File: config.mk
export PLATFORM = sky130hd
export DESIGN_NAME = demorgan_sweep
export DESIGN_NICKNAME = d
export VERILOG_FILES = /design/src/rtl/demorgan_pkg.sv /design/src/rtl/demorgan_sweep_golden.sv /design/src/rtl/demorgan_sweep.sv
export SDC_FILE = /design/constraint.sdc
export NUM_CORES = 1
export LEC_CHECK = 0
export ABC_AREA = 1
export CAP_MARGIN = 20
export CELL_PAD_IN_SITES_DETAIL_PLACEMENT = 0
export CELL_PAD_IN_SITES_GLOBAL_PLACEMENT = 1
export CORE_UTILIZATION = 39
export DETAILED_ROUTE_END_ITERATION = 6
export PLACE_DENSITY_LB_ADDON = 0.15
export SLEW_MARGIN = 20
export SYNTH_ARGS = -nofsm -noshare
export SYNTH_HDL_FRONTEND = slang
export SYNTH_SLANG_ARGS = --single-unit
export TNS_END_PERCENT = 30
File: constraint.sdc
create_clock -name clk -period 1.6 [get_ports clk]
set_clock_uncertainty 0.05 [all_clocks]
set_input_delay 0.32 -clock clk [delete_from_list [all_inputs] [get_ports clk]]
set_output_delay 0.32 -clock clk [all_outputs]
set_load 0.02 [all_outputs]
File: src/rtl/demorgan_pkg.sv
// rtl/demorgan_pkg.sv - shared constants for the De Morgan sweep engine
package demorgan_pkg;

   localparam logic [1:0] ST_IDLE  = 2'd0;
   localparam logic [1:0] ST_DRIVE = 2'd1;
   localparam logic [1:0] ST_DRAIN = 2'd2;
   localparam logic [1:0] ST_DONE  = 2'd3;

   // Identity positions; also the fail_mask bit order
   localparam int ID_NANDNB = 0;
   localparam int ID_NAORNB = 1;
   localparam int ID_ANORB  = 2;
   localparam int ID_ANANDB = 3;

   localparam int SAMPLE_LAT_MAX = 4;

endpackage

File: src/rtl/demorgan_sweep_golden.sv
// rtl/demorgan_sweep_golden.sv - combinational reference for the four De Morgan identities
module demorgan_golden #(
   parameter int WIDTH = 2
) (
   input  logic [WIDTH-1:0] a,
   input  logic [WIDTH-1:0] b,
   output logic [WIDTH-1:0] nAandnB,
   output logic [WIDTH-1:0] nAornB,
   output logic [WIDTH-1:0] AnorB,
   output logic [WIDTH-1:0] AnandB
);

   assign nAandnB = ~a & ~b;
   assign nAornB  = ~a | ~b;
   assign AnorB   = ~(a | b);
   assign AnandB  = ~(a & b);

endmodule

File: src/rtl/demorgan_sweep.sv
// rtl/demorgan_sweep.sv - exhaustive operand sweep with latency-aligned golden compare
// Optional first-failure capture ports: DEMORGAN_SWEEP_FIRST_FAIL_EN
module demorgan_sweep
   import demorgan_pkg::*;
#(
   parameter int WIDTH      = 2,
   parameter int SAMPLE_LAT = 1
) (
   input  logic             clk,
   input  logic             rst_n,
   input  logic             start,
   output logic [WIDTH-1:0] A,
   output logic [WIDTH-1:0] B,
   input  logic [WIDTH-1:0] dut_nAandnB,
   input  logic [WIDTH-1:0] dut_nAornB,
   input  logic [WIDTH-1:0] dut_AnorB,
   input  logic [WIDTH-1:0] dut_AnandB,
   output logic             busy,
   output logic             done,
   output logic             pass,
   output logic [2*WIDTH:0] err_count
`ifdef DEMORGAN_SWEEP_FIRST_FAIL_EN
   ,
   output logic             fail_valid,
   output logic [WIDTH-1:0] fail_a,
   output logic [WIDTH-1:0] fail_b,
   output logic [3:0]       fail_mask
`endif
);

   localparam int CNT_W = $clog2(SAMPLE_LAT_MAX + 1);
   localparam logic [2*WIDTH:0]   ERR_ONE = 1;
   localparam logic [2*WIDTH-1:0] IDX_ONE = 1;
   localparam logic [CNT_W-1:0]   CNT_ONE = 1;

   logic [1:0]                state;
   logic [2*WIDTH-1:0]        idx;
   logic [CNT_W-1:0]          drain_cnt;
   logic [WIDTH-1:0]          g_nandnb, g_naornb, g_anorb, g_anandb;
   logic [3:0][WIDTH-1:0]     gold_now;
   logic [3:0][WIDTH-1:0]     dut_bus;
   logic [3:0][WIDTH-1:0]     gold_pipe [SAMPLE_LAT];
   logic [SAMPLE_LAT-1:0]     vld_pipe;
   logic [3:0]                diff;
   logic                      mismatch;
`ifdef DEMORGAN_SWEEP_FIRST_FAIL_EN
   logic [2*WIDTH-1:0]        vec_pipe [SAMPLE_LAT];
`endif

   demorgan_golden #(.WIDTH(WIDTH)) u_golden (
      .a       (idx[2*WIDTH-1:WIDTH]),
      .b       (idx[WIDTH-1:0]),
      .nAandnB (g_nandnb),
      .nAornB  (g_naornb),
      .AnorB   (g_anorb),
      .AnandB  (g_anandb)
   );

   always_comb begin
      gold_now            = '0;
      gold_now[ID_NANDNB] = g_nandnb;
      gold_now[ID_NAORNB] = g_naornb;
      gold_now[ID_ANORB]  = g_anorb;
      gold_now[ID_ANANDB] = g_anandb;
      dut_bus             = '0;
      dut_bus[ID_NANDNB]  = dut_nAandnB;
      dut_bus[ID_NAORNB]  = dut_nAornB;
      dut_bus[ID_ANORB]   = dut_AnorB;
      dut_bus[ID_ANANDB]  = dut_AnandB;
      diff = '0;
      for (int i = 0; i < 4; i++) diff[i] = |(dut_bus[i] ^ gold_pipe[SAMPLE_LAT-1][i]);
      mismatch = vld_pipe[SAMPLE_LAT-1] & (|diff);
   end

   assign done = (state == ST_DONE);

   always_ff @(posedge clk or negedge rst_n) begin
      if (!rst_n) begin
         state     <= ST_IDLE;
         idx       <= '0;
         drain_cnt <= '0;
         A         <= '0;
         B         <= '0;
         busy      <= 1'b0;
         pass      <= 1'b0;
         err_count <= '0;
         vld_pipe  <= '0;
         for (int j = 0; j < SAMPLE_LAT; j++) gold_pipe[j] <= '0;
`ifdef DEMORGAN_SWEEP_FIRST_FAIL_EN
         for (int j = 0; j < SAMPLE_LAT; j++) vec_pipe[j] <= '0;
         fail_valid <= 1'b0;
         fail_a     <= '0;
         fail_b     <= '0;
         fail_mask  <= '0;
`endif
      end else begin
         // The golden delay line shifts every cycle; only launches in DRIVE are valid
         vld_pipe[0]  <= (state == ST_DRIVE);
         gold_pipe[0] <= gold_now;
         for (int j = 1; j < SAMPLE_LAT; j++) begin
            vld_pipe[j]  <= vld_pipe[j-1];
            gold_pipe[j] <= gold_pipe[j-1];
         end
`ifdef DEMORGAN_SWEEP_FIRST_FAIL_EN
         vec_pipe[0] <= idx;
         for (int j = 1; j < SAMPLE_LAT; j++) vec_pipe[j] <= vec_pipe[j-1];
         if (mismatch && !fail_valid) begin
            fail_valid <= 1'b1;
            fail_a     <= vec_pipe[SAMPLE_LAT-1][2*WIDTH-1:WIDTH];
            fail_b     <= vec_pipe[SAMPLE_LAT-1][WIDTH-1:0];
            fail_mask  <= diff;
         end
`endif
         if (mismatch) err_count <= err_count + ERR_ONE;

         case (state)
            ST_IDLE: begin
               if (start) begin
                  state     <= ST_DRIVE;
                  idx       <= '0;
                  err_count <= '0;
                  pass      <= 1'b0;
                  vld_pipe  <= '0;
`ifdef DEMORGAN_SWEEP_FIRST_FAIL_EN
                  fail_valid <= 1'b0;
                  fail_a     <= '0;
                  fail_b     <= '0;
                  fail_mask  <= '0;
`endif
               end
            end
            ST_DRIVE: begin
               A    <= idx[2*WIDTH-1:WIDTH];
               B    <= idx[WIDTH-1:0];
               busy <= 1'b1;
               if (&idx) begin
                  state     <= ST_DRAIN;
                  drain_cnt <= '0;
               end else begin
                  idx <= idx + IDX_ONE;
               end
            end
            ST_DRAIN: begin
               // One cycle beyond the latency so the last compare lands before pass is taken
               if (drain_cnt == CNT_W'(SAMPLE_LAT)) begin
                  state <= ST_DONE;
                  busy  <= 1'b0;
                  pass  <= (err_count == '0);
               end else begin
                  drain_cnt <= drain_cnt + CNT_ONE;
               end
            end
            default: begin
               state <= ST_IDLE;
               idx   <= '0;
               A     <= '0;
               B     <= '0;
            end
         endcase
      end
   end

endmodule

After elaboration in Yosys (flattened, before gate mapping)
Cells that the tools add are included.

Bits of input ports: 11. Register bits: 29. Word-level logic and storage cells: 73. Output and inout port bits: 12.

$add $sub $neg: 3. Equal/unequal tests: 9. Bitwise gates (word level): 14. Mux-type cells: 22. Reduce and logical (&&, ||, !) cells: 12.

Operators with widths (number): two-way mux 5 bit (3); case mux 4 bit (3 select lines) (1); AND reduction 3 bit (4); two-way mux 4 bit (2); inequality test 2 bit (second input constant) (4); inverter 2 bit (4); case mux 2 bit (2 select lines) (2); OR reduction 8 bit (1); XOR 2 bit (4); two-way mux 2 bit (3); two-way mux 3 bit (2); case mux 2 bit (3 select lines) (1); case mux 3 bit (2 select lines) (1); adder 5 x 1 -> 5 bit (second input constant) (1); zero test 5 bit (1); two-way mux 1 bit (5); adder 4 x 1 -> 4 bit (second input constant) (1); bitwise AND 2 bit (2); == test 2 bit (second input constant) (2); OR 2 bit (2); case mux 1 bit (2 select lines) (2); AND reduction 4 bit (1); nonzero test 2 bit (2); adder 3 x 1 -> 3 bit (second input constant) (1); other kinds (8) (8).

Longest topological paths before layout
Gate-level depths: netlist of run 1.

Depth in word-level cells: 6. Depth in mapped cells: 10. Depth with buffers taken out: 10.

By module
Synthesis of run 1 repeated with hierarchy kept, for this count alone.

Cell total of the unflattened synthesis: 176. Area total of the unflattened synthesis: 1476.4 µm².

Modules (own cells, without submodules): demorgan_sweep (cells each 168, area an instance 1431.4 µm², seq. area each 725.7 µm², instances 1); demorgan_golden (cells each 8, area an instance 45.0 µm², seq. area each 0.0 µm², instances 1).

Worst setup path before layout of run 1
No wires, ideal clock.

Path kind: reg2reg. Start point: register state[0]. End point: register drain_cnt[0]. Required time: 1431 ps. Clock period less this slack: 1414 ps. Buffers on the path: 0. Cell stages (with the launch flop): 6. Arrival: 1245 ps. Setup time: 119 ps. Setup slack: 186 ps. Cell sequence: dfrtp_1 > inv_1 > ha_1 > inv_2 > o211a_4 > o21a_1.

Longest elaborated chain between the ends: 3. Elaborated cells on any way between the ends: 7. Classes of those cells: eq/ne (4); mux (1); reduce/logical (2).

Ends and longest elaborated chain: from (decl) (line demorgan_sweep.sv:36) `logic [1:0] state;`; from (signal assigned) (line demorgan_sweep.sv:79) `state <= ST_IDLE;`; from (signal assigned) (line demorgan_sweep.sv:119) `state <= ST_DRIVE;`; from (signal assigned) (line demorgan_sweep.sv:137) `state <= ST_DRAIN;`; == test 2 bit / == test 2 x 1 -> 1 bit (equally long branches) (line demorgan_sweep.sv:116) `case (state)`; inequality test 2 bit (no source line) (tied with other cells); AND reduction 3 bit (no source line); to (signal assigned) (line demorgan_sweep.sv:150) `drain_cnt <= drain_cnt + CNT_ONE;`; to (decl) (line demorgan_sweep.sv:38) `logic [CNT_W-1:0] drain_cnt;`.

Parallel ways exist; a longest one is shown, timed or not. A chain may end at the register's enable or synchronous reset.

Worst setup path in the final report of run 1
Same ends and word-level chain as after synthesis.

==> results of run 1 <==
## cell families (layout without fill, tap and decap cells)
group,Yosys count,in the layout,share of synthesized area [%]
compound gates,22,22,11.3
buf+inv,25,52,7.37
xor+xnor,2,2,1.27
flops,25,25,45.5
simple gates,78,78,25.5
fa+ha+maj,10,10,9.10
## state kept, by name (all words and copies together) (netlist names)
name,count
state,2
B,2
pass,1
busy,1
A,2
gold_pipe,4
idx,4
vld_pipe,1
err_count,5
drain_cnt,3
## through the flow
step	power, mW	util (%)	cell area (um^2)	setup WS [ns]	setup TNS [ns]
floorplan	1.94	-	1380	0.186	0
global placement	2.37	49.4	1660	0.00513	0
detailed placement	2.39	49.4	1660	-0.0230	-0.0437
CTS	2.64	49.8	1670	0.00775	0
global route	2.87	49.7	1670	0.000220	0
finish	2.61	49.7	1670	0.0939	0
## placed cells by master, fill, tap and decap left out
| master | instances |
|---|---|
| o211a_4 | 1 |
| clkbuf_1 | 1 |
| nor2_2 | 3 |
| o31ai_1 | 3 |
| nand4_1 | 3 |
| buf_2 | 1 |
| or2_2 | 1 |
| clkdlybuf4s50_1 | 10 |
| inv_2 | 6 |
| nand2_1 | 37 |
| ha_2 | 1 |
| a21oi_1 | 3 |
| nor3_1 | 2 |
| nand3_1 | 10 |
| o21ai_0 | 2 |
| o31ai_2 | 1 |
| nand3_2 | 2 |
| o21ai_2 | 1 |
| dfrtp_1 | 25 |
| buf_4 | 3 |
| xor2_1 | 2 |
| nor2_1 | 15 |
| dlygate4sd2_1 | 11 |
| o21a_1 | 1 |
| o32ai_2 | 1 |
| inv_1 | 17 |
| nand2_2 | 5 |
| o21ai_1 | 9 |
| clkbuf_4 | 3 |
| ha_1 | 9 |
## worst register-to-register path, stage by stage (launching register included)
cell and delay, ns:
dfrtp_1 0.44, inv_1 0.14, ha_2 0.24, inv_2 0.10, o211a_4 0.29, o21a_1 0.17
## final timing paths
check	endpoint	cells past startpoint	from
worst max-delay path	drain_cnt[0]$_DFFE_PN0P_	5	state[0]$_DFFE_PN0P_
worst min-delay path	state[0]$_DFFE_PN0P_	2	rst_n
worst max register to register	drain_cnt[0]$_DFFE_PN0P_	5	state[0]$_DFFE_PN0P_
worst min register to register	A[0]$_DFFE_PN0P_	2	A[0]$_DFFE_PN0P_
max in group asynchronous	vld_pipe$_DFF_PN0_	2	rst_n
min in group clk	A[0]$_DFFE_PN0P_	2	A[0]$_DFFE_PN0P_
## cell type report
cell class | count | share of cell area [%]
flip-flops and latches | 25 | 37.5
clock buffers | 4 | 1.57
well taps | 46 | 3.45
inverters | 23 | 5.17
repair buffers | 25 | 13.4
multi-input cells | 112 | 39.0
## power groups by stage
stage / sequential (mW) / clock [mW] / combinational [mW]
2_1_floorplan: 1.02 / 0 / 0.920
3_3_place_gp: 0.965 / 0 / 1.41
3_5_place_dp: 0.979 / 0 / 1.42
4_1_cts: 0.962 / 0.300 / 1.38
5_1_grt: 0.993 / 0.312 / 1.56
6_report: 0.961 / 0.287 / 1.36
## per-layer routing
layer,global-route usage (%),routed length (um),vias up
li1,-,-,577
met1,22.3,1250,507
met2,25.6,1260,23
met3,2.31,94,4
met4,6.98,34,0
met5,0,0,-
==> flow_metrics.env, run 1 <==
export IMPL_diodes=0
export IMPL_cp_max_fo=7
export IMPL_worst_ir_drop_vdd_mv=1.00
export IMPL_grt_max_degree=26
export IMPL_nets=211
export IMPL_fillers=355
export IMPL_coreArea_um2=3360
export IMPL_clock_sinks=25
export IMPL_drt_initial_drc_count=38
export IMPL_max_stage_delay_ns=0.44
export IMPL_crit_chain="inv_1 > ha_2 > inv_2 > o211a_4 > o21a_1"
export IMPL_fp_row_count=21
export IMPL_cts_resized=14
export IMPL_antenna_found_initial=0
export IMPL_seq_area_frac_synth_pct=45.5
export IMPL_clk_latency_ns=0.32
export IMPL_num_vias=1111
export IMPL_port_buffers=22
export IMPL_yosysUniqueCellTypes=24
export IMPL_final_cells=235
export IMPL_regArea_um2=626
export IMPL_synthTopCellsByArea="dfrtp_1 45%, nand2_1 10%, ha_1 9.1%"
export IMPL_synth_top_cell_by_area="dfrtp_1"
export IMPL_htreeDepth=1
export IMPL_p_seq_share_pct=36.8
export IMPL_rsz0062_at_grt="false"
export IMPL_multi_input_area_um2=651
export IMPL_arrival_ns=1.69
export IMPL_hpwlAfterDp_um=2000
export IMPL_hold_path_class="input pin to async pin"
export IMPL_period_share_pct=94.1
export IMPL_root_buffer="clkbuf_4"
export IMPL_synth_top_area_share_pct=45.5
export IMPL_drt_antenna_violating_nets=0
export IMPL_syn2layout_area_growth_pct=21.5
export IMPL_die_area_um2=3770
export IMPL_worst_pin_slew_ns=0.327
export IMPL_avgSynthCellArea_um2=8.49
export IMPL_syn_cell_area_um2=1380
export IMPL_clkTransAtPathRegs_ns=0.14
export IMPL_syn_num_nets=183
export IMPL_p_clk_share_pct=11.0
export IMPL_initial_core_util_pct=40.9
export IMPL_p_sw_share_pct=44.8
export IMPL_timing_fmax_mhz=664
export IMPL_r2r_slack_ns=0.09
export IMPL_viasPerCell=4.73
export IMPL_clockBufferDepth=2
export IMPL_globalplace_congestion=0.755
export IMPL_maxCapViolations=0
export IMPL_io_pins=23
export IMPL_dr_pass1_iters=4
export IMPL_power_leakage_nw=0.850
export IMPL_cts_tree="yes"
export IMPL_switchingPower_mw=1.17
export IMPL_final_layout_size_suffix_gt1_share_pct=15.3
export IMPL_cp_end_kind="flop"
export IMPL_p_int_mw=1.44
export IMPL_powerDensity_nw_per_um2=1560
export IMPL_cts_hold_buf=0
export IMPL_synth_main_ff_cell="dfrtp_1"
export IMPL_dieWidth_um=61.4
export IMPL_post_drt_wl_per_cell_um=11.2
export IMPL_crit_type="flop to flop"
export IMPL_ys_seq_elements=25
export IMPL_timing_final_crit_period_ns=1.51
export IMPL_grt_pass1_wl_um=4490
export IMPL_drt_total_wl_um=2640
export IMPL_crit_slowest_cell="dfrtp_1"
export IMPL_max_slew_margin_pct=78.2
export IMPL_crit_buf_inv=2
export IMPL_chipHeight_um=61.4
export IMPL_first_global_vias=1018
export IMPL_dp_cells=231
export IMPL_required_ns=1.78
export IMPL_synth_edf_count=0
export IMPL_netlist_instances=162
export IMPL_final_max_slew_viol_count=0
export IMPL_setup_viol=0
export IMPL_yosysMostFrequentCell="nand2_1"
export IMPL_overflow=0
export IMPL_synth_commonest_cells="37 x nand2_1, 25 x dfrtp_1, 17 x inv_1"
export IMPL_synth_warnings=0
export IMPL_crit_family="compound AO/OA/AOI/OAI gates"
export IMPL_cp_start_kind="flop"
export IMPL_pwr_share_comb_pct=52.2
export IMPL_async_flop_share_pct=100
export IMPL_route_detailed_drc=0
export IMPL_cts_made_buffers=3
export IMPL_finalHoldViolations=0
export IMPL_outcome="finished clean"
export IMPL_grt_usage_pct=16.2
export IMPL_post_cts_buffers=0
export IMPL_whs_ns=0.297
(Power assumes the default switching activity.)
==> inputs of run 2 (changes only) <==
- CELL_PAD_IN_SITES_DETAIL_PLACEMENT: 0 -> not set
- CELL_PAD_IN_SITES_GLOBAL_PLACEMENT: 1 -> not set
- CORE_UTILIZATION: 39 -> 52
==> run 2 against run 1 <==
Against the previous run:
- global-route usage increased by 5.0 points
- count of clock-buffer cells in the layout did not move
- sequential share of layout area up 0.45 points
- design area shrank 1.2%
- critical path depth unchanged
- power down 0.42%
- flip-flop and latch count is the same
- critical path type unchanged
- critical endpoint unchanged
- highest routed layer unchanged
==> flow_metrics.env, run 2 (synthesized netlist as in run 1, its figures left out) <==
export IMPL_grt_pass1_wl_um=4350
export IMPL_antenna_found_initial=0
export IMPL_initial_core_util_pct=55.5
export IMPL_diodes=0
export IMPL_grt_max_degree=26
export IMPL_finalHoldViolations=0
export IMPL_grt_usage_pct=21.2
export IMPL_overflow=0
export IMPL_power_mw=2.60
export IMPL_io_pins=23
export IMPL_final_layout_size_suffix_gt1_share_pct=15.3
export IMPL_route_detailed_drc=0
export IMPL_clock_sinks=25
export IMPL_fin_util_pct=66.6
export IMPL_clk_latency_ns=0.32
export IMPL_mostFrequentLayoutCells="37 x nand2_1, 25 x dfrtp_1, 17 x inv_1, 15 x nor2_1, 11 x dlygate4sd2_1"
export IMPL_crit_type="flop to flop"
export IMPL_drt_total_wl_um=2610
export IMPL_hpwlAfterDp_um=2090
export IMPL_port_buffers=22
export IMPL_num_vias=1152
export IMPL_timing_final_crit_period_ns=1.49
export IMPL_setup_viol=0
export IMPL_crit_chain="inv_1 > ha_2 > inv_2 > o211a_4 > o21a_1"
export IMPL_nets=211
export IMPL_clockBufferDepth=2
export IMPL_crit_slowest_cell="dfrtp_1"
export IMPL_globalplace_congestion=0.837
export IMPL_reg2reg_depth=5
export IMPL_coreArea_um2=2480
export IMPL_cp_start_kind="flop"
export IMPL_cp_end_kind="flop"
export IMPL_cts_hold_buf=0
export IMPL_largest_register="err_count"
export IMPL_crit_buf_inv=2
export IMPL_dieWidth_um=53.4
export IMPL_dr_pass1_iters=4
export IMPL_first_global_vias=1080
export IMPL_power_leakage_nw=0.850
export IMPL_viasPerCell=5.26
export IMPL_worst_pin_slew_ns=0.309
export IMPL_cp_num_cells=5
export IMPL_fp_row_count=18
export IMPL_fillers=226
export IMPL_period_share_pct=93.2
export IMPL_final_common_cell="nand2_1"
export IMPL_outcome="finished clean"
export IMPL_max_slew_margin_pct=79.4
export IMPL_final_max_slew_viol_count=0
export IMPL_cp_max_fo=7
export IMPL_timing_fmax_mhz=670
export IMPL_rsz0062_at_grt="true"
export IMPL_hold_path_class="input pin to async pin"
export IMPL_worst_ir_drop_vdd_mv=1.28
export IMPL_required_ns=1.77
export IMPL_biggestRegsByFlops="err_count: 5 flops, gold_pipe: 4 flops, idx: 4 flops"
export IMPL_cts_made_buffers=3
export IMPL_cts_tree="yes"
export IMPL_post_cts_buffers=0
export IMPL_maxCapViolations=0
export IMPL_htreeDepth=1
export IMPL_crit_family="compound AO/OA/AOI/OAI gates"
export IMPL_post_drt_wl_per_cell_um=11.9
export IMPL_largest_register_ffs=5
export IMPL_max_stage_delay_ns=0.44
export IMPL_drt_initial_drc_count=28
export IMPL_root_buffer="clkbuf_4"
export IMPL_syn2layout_area_growth_pct=20.0
export IMPL_powerDensity_nw_per_um2=1580
export IMPL_drt_antenna_violating_nets=0
export IMPL_clkTransAtPathRegs_ns=0.13
export IMPL_arrival_ns=1.67
export IMPL_chipHeight_um=53.4
export IMPL_die_area_um2=2850
-- run 2: repair_timing --
| action | CTS | global route |
|---|---|---|
| pin swaps | 0 | 0 |
| resized for setup | 14 | 2 |
| setup endpoints to repair | 12 | 6 |
-- run 2: through the flow --
step	setup slack, ns	cells	hold WS [ns]	TNS [ns]	area [um^2]
final	0.108	219	0.289	0	1650
after global placement	0.0142	215	0.420	0	1640
after detailed placement	-0.0794	215	0.426	-0.179	1640
after CTS	0.0108	219	0.298	0	1650
after floorplan	0.186	162	-0.0256	0	1380
after global routing	0.00829	219	0.319	0	1650
-- run 2: worst paths after layout --
path / start / end / slack, ns
worst max-delay path: state[0]$_DFFE_PN0P_ / drain_cnt[0]$_DFFE_PN0P_ / 0.11
worst min-delay path: rst_n / state[1]$_DFFE_PN0P_ / 0.29
worst max register to register: state[0]$_DFFE_PN0P_ / drain_cnt[0]$_DFFE_PN0P_ / 0.11
worst min register to register: A[0]$_DFFE_PN0P_ / A[0]$_DFFE_PN0P_ / 0.44
max in group asynchronous: rst_n / idx[3]$_DFFE_PN0P_ / 0.97
min in group clk: A[0]$_DFFE_PN0P_ / A[0]$_DFFE_PN0P_ / 0.44
-- run 2: power by group --
group / leakage, nW / switching [mW] / internal [mW]
logic: 0.520 / 0.828 / 0.539
clock network: 0.0150 / 0.176 / 0.0975
registers: 0.315 / 0.155 / 0.804
total: 0.850 / 1.16 / 1.44
-- run 2: area by class of cell --
type | count | area (um^2) | area share (%)
clock buffer | 4 | 26.3 | 1.59
inverter | 23 | 86.3 | 5.23
multi-input combinational | 112 | 651 | 39.4
sequential | 25 | 626 | 37.9
tap | 30 | 37.5 | 2.27
timing repair buffer | 25 | 224 | 13.6
-- run 2: worst register-to-register path: cells and delay by family (launching register included) --
kind,cells,cell delay (ns)
AO/OA/AOI/OAI,2,0.46
adder cells (fa/ha/maj),1,0.24
flip-flops,1,0.44
buffers and inverters,2,0.23
-- run 2: layer usage --
layer / part of all wire, % / global-route usage [%] / routed length (um)
met1: 44 / 24.8 / 1150
met2: 50 / 39.0 / 1310
met3: 4.3 / 2.59 / 111
met4: 1.6 / 7.46 / 41
met5: 0 / 0 / 0
==> inputs of run 3 (changes only) <==
- clock period: 1.6 -> 1.41 ns (I/O delays scaled with it)
==> run 3 against run 2 <==
Against the previous run:
- the run now ends with negative setup slack left
- die area unchanged
- worst setup slack worse by 0.18 ns
- core utilization is 7.3 points higher
- register-to-register slack got worse by 0.15 ns
- final cell count increased by 6.4%
- power grew 35%
- critical endpoint is now done
==> flow_metrics.env, run 3 (synthesized netlist as in run 1, its figures left out) <==
export IMPL_final_common_cell="nand2_1"
export IMPL_worst_pin_slew_ns=0.317
export IMPL_dr_max_layer_used="met4"
export IMPL_first_global_vias=1052
export IMPL_hpwlAfterDp_um=2040
export IMPL_viasPerCell=5.17
export IMPL_post_drt_wl_per_cell_um=12.7
export IMPL_cp_end_kind="output pin"
export IMPL_diodes=0
export IMPL_met2_length_um=1450
export IMPL_coreArea_um2=2480
export IMPL_clock_sinks=25
export IMPL_grt_pass1_wl_um=4440
export IMPL_fp_row_count=18
export IMPL_drt_antenna_violating_nets=0
export IMPL_period_share_pct=105
export IMPL_overflow=0
export IMPL_arrival_ns=1.15
export IMPL_root_buffer="clkbuf_4"
export IMPL_largest_register="err_count"
export IMPL_clkTransAtPathRegs_ns=0.14
export IMPL_power_leakage_nw=0.914
export IMPL_wl_met3_um=156
export IMPL_globalplace_congestion=0.856
export IMPL_powerDensity_nw_per_um2=1910
export IMPL_htreeDepth=1
export IMPL_cts_tree="yes"
export IMPL_final_layout_size_suffix_gt1_share_pct=25.6
export IMPL_cts_hold_buf=0
export IMPL_dieWidth_um=53.4
export IMPL_hold_path_class="input pin to async pin"
export IMPL_die_area_um2=2850
export IMPL_num_vias=1204
export IMPL_final_max_slew_viol_count=0
export IMPL_failed_checks="negative setup slack"
export IMPL_maxCapViolations=0
export IMPL_biggestRegsByFlops="err_count: 5 flops, gold_pipe: 4 flops, idx: 4 flops"
export IMPL_clk_latency_ns=0.33
export IMPL_fin_util_pct=73.9
export IMPL_max_slew_margin_pct=78.9
export IMPL_route_detailed_drc=0
export IMPL_cts_made_buffers=3
export IMPL_chipHeight_um=53.4
export IMPL_drt_total_wl_um=2960
export IMPL_grt_max_degree=26
export IMPL_worst_ir_drop_vdd_mv=1.58
export IMPL_met1_length_um=1310
export IMPL_outcome="finished, violations left"
export IMPL_antenna_found_initial=0
export IMPL_largest_register_ffs=5
export IMPL_crit_type="flop to output pin"
export IMPL_grt_usage_pct=21.6
export IMPL_required_ns=1.08
export IMPL_drt_initial_drc_count=35
export IMPL_r2r_slack_ns=-0.04
export IMPL_clockBufferDepth=2
export IMPL_reg2reg_depth=8
export IMPL_nets=225
export IMPL_rsz0062_at_grt="true"
export IMPL_finalHoldViolations=0
export IMPL_io_pins=23
export IMPL_mostFrequentLayoutCells="36 x nand2_1, 25 x dfrtp_1, 15 x inv_1, 15 x nor2_1, 15 x buf_4"
export IMPL_timing_fmax_mhz=673
export IMPL_cp_max_fo=2
export IMPL_initial_core_util_pct=55.5
export IMPL_fin_ws_ns=-0.0765
export IMPL_syn2layout_area_growth_pct=33.1
export IMPL_port_buffers=22
export IMPL_dp_slack_ns=-0.233
export IMPL_setup_viol=8
export IMPL_timing_final_crit_period_ns=1.49
export IMPL_dr_pass1_iters=4
export IMPL_cp_start_kind="flop"
[run 3: report_power, final]
group          total [mW]  internal [mW]  leakage, nW  switching (mW)
Combinational        2.11          0.943        0.584            1.17
Clock               0.328          0.111       0.0150           0.217
Sequential           1.06          0.913        0.315           0.148
[run 3: layer usage]
metal | GRT usage [%] | vias to the layer above
met4 | 5.26 | 0
met2 | 36.9 | 42
li1 | - | 605
met3 | 2.59 | 6
met5 | 0 | -
met1 | 28.7 | 551
[run 3: cell type report]
| class | count | area, um^2 |
|---|---|---|
| multi-input cells | 112 | 714 |
| repair buffers | 39 | 338 |
| well taps | 30 | 37.5 |
| flip-flops and latches | 25 | 626 |
| inverters | 23 | 88.8 |
| fillers | 185 | 647 |
| clock buffers | 4 | 26.3 |
[run 3: timing repair]
action | in CTS | in global routing
gates cloned | 0 | 0
pin swaps | 0 | 2
buffers inserted | 1 | 4
gates resized for setup | 18 | 22
setup endpoints to repair | 20 | 26
[run 3: per-stage QoR]
| step | cell area, um^2 | power [mW] | setup TNS, ns | std cells | hold WS, ns |
|---|---|---|---|---|---|
| 2_1_floorplan | 1380 | 2.21 | 0 | 162 | -0.0636 |
| 3_3_place_gp | 1710 | 2.82 | -0.705 | 224 | 0.422 |
| 3_5_place_dp | 1710 | 2.89 | -1.17 | 224 | 0.422 |
| 4_1_cts | 1730 | 3.16 | -0.193 | 229 | 0.271 |
| 5_1_grt | 1830 | 3.77 | -0.816 | 233 | 0.293 |
| 6_report | 1830 | 3.50 | -0.210 | 233 | 0.246 |
[run 3: worst max-delay path: stages (launching register included)]
cell	delay, ns
dfrtp_1	0.42
buf_6	0.13
ha_4	0.15
buf_6	0.12
[run 3: final timing paths]
path                                            from                  to
worst max-delay path            state[0]$_DFFE_PN0P_                done
worst min-delay path                           rst_n  idx[0]$_DFFE_PN0P_
worst max register to register  state[1]$_DFFE_PN0P_  idx[2]$_DFFE_PN0P_
worst min register to register      B[0]$_DFFE_PN0P_    B[0]$_DFFE_PN0P_
max in group asynchronous                      rst_n  vld_pipe$_DFF_PN0_
min in group clk                    B[0]$_DFFE_PN0P_    B[0]$_DFFE_PN0P_
